**config.mk**
```make
export PLATFORM = sky130hd
export DESIGN_NAME = dot_mac_sched
export DESIGN_NICKNAME = d
export VERILOG_FILES = /design/src/rtl/dot_mac_sched.sv
export SDC_FILE = /design/constraint.sdc
export NUM_CORES = 2
export LEC_CHECK = 0
export ABC_AREA = 1
export CAP_MARGIN = 20
export CORE_MARGIN = 2
export CORE_UTILIZATION = 40
export DETAILED_ROUTE_END_ITERATION = 8
export MAX_ROUTING_LAYER = met4
export PLACE_DENSITY = 0.65
export SLEW_MARGIN = 20
export SYNTH_ARGS = -nofsm -noshare
export SYNTH_HDL_FRONTEND = slang
export SYNTH_SLANG_ARGS = --single-unit
```
**constraint.sdc**
```tcl
create_clock -name clk -period 11.25 [get_ports clk]
set_input_delay 3.375 -clock clk [delete_from_list [all_inputs] [get_ports clk]]
set_output_delay 3.375 -clock clk [all_outputs]
set_load 0.005 [all_outputs]
```
**src/rtl/dot_mac_sched.sv**
```systemverilog
// Dot-product sequencer: one shared multiplier and one shared adder, one product per clock.
// Optional saturating arithmetic is enabled by defining DOT_SAT_EN.
module dot_mac_sched #(
  parameter int unsigned N     = 4,
  parameter int unsigned W     = 32,
  parameter int unsigned IDX_W = 3
) (
  input  logic           clk,
  input  logic           rstb,
  input  logic           start,
  input  logic [N*W-1:0] w_flat,
  input  logic [N*W-1:0] x_flat,
  output logic           busy,
  output logic           done,
  output logic [W-1:0]   result,
  output logic           sat_flag
);

  typedef enum logic [1:0] {S_IDLE, S_MULT, S_DRAIN} state_t;

  state_t               state, state_nx;
  logic [N-1:0][W-1:0]  w_op, x_op;
  logic [IDX_W-1:0]     idx;
  logic [W-1:0]         acc, mult_q;
  logic                 mult_v;
  logic [W-1:0]         w_cur, x_cur, prod_w, add_res;
  logic                 last;

  assign last = (idx == IDX_W'(N - 1));
  assign busy = (state != S_IDLE);

  always_comb begin
    w_cur = '0;
    x_cur = '0;
    for (int unsigned k = 0; k < N; k++) begin
      if (idx == IDX_W'(k)) begin
        w_cur = w_op[k];
        x_cur = x_op[k];
      end
    end
  end

  // The single adder serves both the running accumulate (MULT) and the final sum (DRAIN).
`ifdef DOT_SAT_EN
  logic [2*W-1:0] prod_full;
  logic [W:0]     add_full;
  logic           prod_clamp, add_clamp, sat_acc;

  always_comb begin
    prod_full  = {{W{1'b0}}, w_cur} * {{W{1'b0}}, x_cur};
    prod_clamp = |prod_full[2*W-1:W];
    prod_w     = prod_clamp ? '1 : prod_full[W-1:0];
    add_full   = {1'b0, acc} + {1'b0, mult_q};
    add_clamp  = add_full[W];
    add_res    = add_clamp ? '1 : add_full[W-1:0];
  end

  always_ff @(posedge clk) begin
    if (!rstb) begin
      sat_acc  <= 1'b0;
      sat_flag <= 1'b0;
    end else begin
      unique case (state)
        S_IDLE: if (start) begin
          sat_acc  <= 1'b0;
          sat_flag <= 1'b0;
        end
        S_MULT:  sat_acc  <= sat_acc | prod_clamp | (mult_v & add_clamp);
        S_DRAIN: sat_flag <= sat_acc | add_clamp;
        default: ;
      endcase
    end
  end
`else
  assign prod_w   = w_cur * x_cur;
  assign add_res  = acc + mult_q;
  assign sat_flag = 1'b0;
`endif

  always_ff @(posedge clk) begin
    if (!rstb) state <= S_IDLE;
    else       state <= state_nx;
  end

  always_comb begin
    state_nx = state;
    unique case (state)
      S_IDLE:  if (start) state_nx = S_MULT;
      S_MULT:  if (last)  state_nx = S_DRAIN;
      S_DRAIN: state_nx = S_IDLE;
      default: state_nx = S_IDLE;
    endcase
  end

  always_ff @(posedge clk) begin
    if (!rstb) begin
      idx    <= '0;
      acc    <= '0;
      mult_q <= '0;
      mult_v <= 1'b0;
      result <= '0;
      done   <= 1'b0;
      w_op   <= '0;
      x_op   <= '0;
    end else begin
      done <= 1'b0;
      unique case (state)
        S_IDLE: if (start) begin
          w_op   <= w_flat;
          x_op   <= x_flat;
          idx    <= '0;
          acc    <= '0;
          mult_v <= 1'b0;
        end
        S_MULT: begin
          mult_q <= prod_w;
          mult_v <= 1'b1;
          if (mult_v) acc <= add_res;
          if (!last)  idx <= idx + IDX_W'(1);
        end
        S_DRAIN: begin
          result <= add_res;
          done   <= 1'b1;
        end
        default: ;
      endcase
    end
  end

endmodule

```
==> reports/qor.txt <==
max incr delay on CP: 710 ps
CP dominant cell by count: fa_1
CTS Hold Bufs: 0
post-CTS setup buffer count: 0
vias in the first global route: 28990
final net count: 5582
# rows: 105
Hold EP: w_op[17]
grt total ovfl: 0
HP Start: w_op[17]
Crit path arrival time: 10020 ps
initial antenna violation count: 0
worst slew pin tran: 1131 ps
Die Ht: 290.7 um
Yosys reg bits: 359
root buffer cell: clkbuf_16
CP max FO: 45
Synth Instances: 4617
Max Cap Viol: 0
power per cell area: 135.8 mW/mm2
top cells by count, synth: 996 x nand2_1, 880 x inv_1, 662 x nor2_1
final slew viol count: 0
largest net degree at the start of global routing: 235
Initial Util: 40.24%
Die Wd: 290.7 um
Syn. warnings: 0
hold crit path type: reg -> reg
Fin Hold WS: 457.7 ps
drt first pass iters: 5
GRT Total Usage: 24.71%
number of flops mapped to enable cells by yosys: 0
global-route wire length before repair: 159.9 mm
Post-synth ARST share: 0%
Finished Layout Cells: 5855
DRT iter0 DRCs: 1996
top cells by area, synth: fa_1 25%, dfxtp_1 22%, nand2_1 11%
Post-Route WL: 101.9 mm
final period utilization: 84.96%
H-tree depth: 2
RePlAce Congestion: 0.9551
fraction of layout cells with a size suffix above 1: 3.344%
total negative setup slack: 0 ps
Vias: 29050
n_diodes: 0
ys flop type: dfxtp_1
core area: 0.08172 mm2
Leak: 19.65 nW
status: completed
Clock Skew: 35.48 ps
crit path capture type: register
min cycle time layout: 9558 ps
Slew HR: 24.35%
RSZ-0062 raised after global routing: false
Final WS setup: 1692 ps
syn avg cell area: 7.123 um2
Post-CTS Resized: 0
Startpoint Class: register
CTS clk-pin slew, worst paths: 60 ps
Max Root-Sink Buffers: 3
top-area cell type share of the netlist area: 24.90%
worst reg2reg path endpoint: mult_q[29]
Wirelength per Cell: 17.40 um
Worst setup startpoint: idx[1]
reg2reg setup slack: 1690 ps
clk sink count: 359
fmax: 104.6 MHz
WP data required: 11710 ps
Netlist Area Pre-Place: 0.03289 mm2
Fin. Hold Viols: 0
r2r worst-path depth: 36
die area: 0.08453 mm2
Setup Viol. Count Final: 0
Yosys cell types: 46
# IOs: 294
VDD IR-drop max: 96.89 uV
FF-to-FF Start: idx[1]
routed vias/inst: 4.961
ANT nets after route: 0
Critical Setup Path Class: reg -> reg
total CTS buffers: 42
Inst Count DP: 5780
post-synthesis net count: 5444
worst slack at placement: 1694 ps
slowest cell on the critical path: nand2_1
CTS tree: done
hold path depth: 2
Synth area leader: fa_1
Skew-Pair Late Insertion Delay: 590 ps
drt drc: 0
most frequent cell after synthesis: nand2_1
Area Overhead vs Synth: 15.53%
input/output buffers: 292
sequential share of the synthesized area: 21.85%
Post-DP HPWL: 79.30 mm
-- report_power, final --
group	internal, mW	leakage, nW	switching [mW]	total (mW)
Clock	0.860	0.699	0.575	1.44
Sequential	1.37	2.96	0.0672	1.44
Combinational	0.817	16.0	1.47	2.28
Total	3.05	19.7	2.11	5.16
-- stage by stage --
stage	utilization, %	power [mW]	area (um2)
floorplan	-	2.984	32890
global placement	44.68	3.702	36510
detailed placement	44.68	3.728	36510
CTS	46.47	5.175	37970
global route	46.50	5.516	38000
finish	46.50	5.161	38000
-- placed cells by master (no fill, tap or decap), types with 15 or more instances in the layout --
| master | n |
|---|---|
| nand2_1 | 992 |
| inv_1 | 878 |
| nor2_1 | 659 |
| fa_1 | 409 |
| o21ai_0 | 366 |
| dfxtp_1 | 359 |
| clkdlybuf4s50_1 | 291 |
| nand3_1 | 172 |
| a21oi_1 | 159 |
| ha_1 | 157 |
| clkbuf_16 | 42 |
| buf_4 | 35 |
| xor2_1 | 34 |
| o21ai_1 | 31 |
| xnor2_1 | 24 |
| or2_2 | 15 |
-- kinds of logic (layout without fill, tap and decap cells) --
| kind of cell | after synthesis | count (layout) | synth area share, % |
|---|---|---|---|
| AND/OR/NAND/NOR | 1899 | 1899 | 22.87 |
| buffers and inverters | 1127 | 1295 | 13.12 |
| AO/OA/AOI/OAI | 605 | 605 | 9.652 |
| adder cells (fa/ha/maj) | 568 | 568 | 30.95 |
| flip-flops | 359 | 359 | 21.85 |
| XOR/XNOR | 58 | 58 | 1.545 |
| other | 1 | 1 | 0.01140 |
-- worst max-delay path, delay by kind of cell, from the launching register on --
kind            cells  cell delay, ps
simple gates       14            2950
fa+ha+maj          10            4320
flops               1             330
buf+inv            10            1520
compound gates      2             250
-- metal layers --
metal,routed length [um],vias up,GRT usage (%),share of wire [%]
li1,-,14130,-,-
met1,42850,13870,30.63,42
met2,48880,855,40.91,48
met3,4710,191,2.225,4.6
met4,5440,0,11.46,5.3
met5,0,-,-,0
-- worst max path at each step --
| stage | to | cells after the start |
|---|---|---|
| after floorplan | mult_q[29] | 39 |
| after global placement | mult_q[29] | 36 |
| after detailed placement | mult_q[29] | 36 |
| after CTS | mult_q[29] | 36 |
| after global routing | mult_q[29] | 36 |
| final | mult_q[29] | 36 |
-- registers in the layout, indices dropped and copies added (netlist names) --
name    count
x_op      128
done        1
w_op      128
idx         3
acc        32
mult_v      1
result     32
state       2
mult_q     32
-- final cells by class --
type,count,area (um2)
inverters,892,3353
well taps,1070,1339
fillers,8362,43720
clock buffers,56,1184
repair buffers,329,3227
flip-flops and latches,359,7187
multi-input cells,3131,21430
clock inverters,18,279.0
Power figures use the tool's default switching activity.
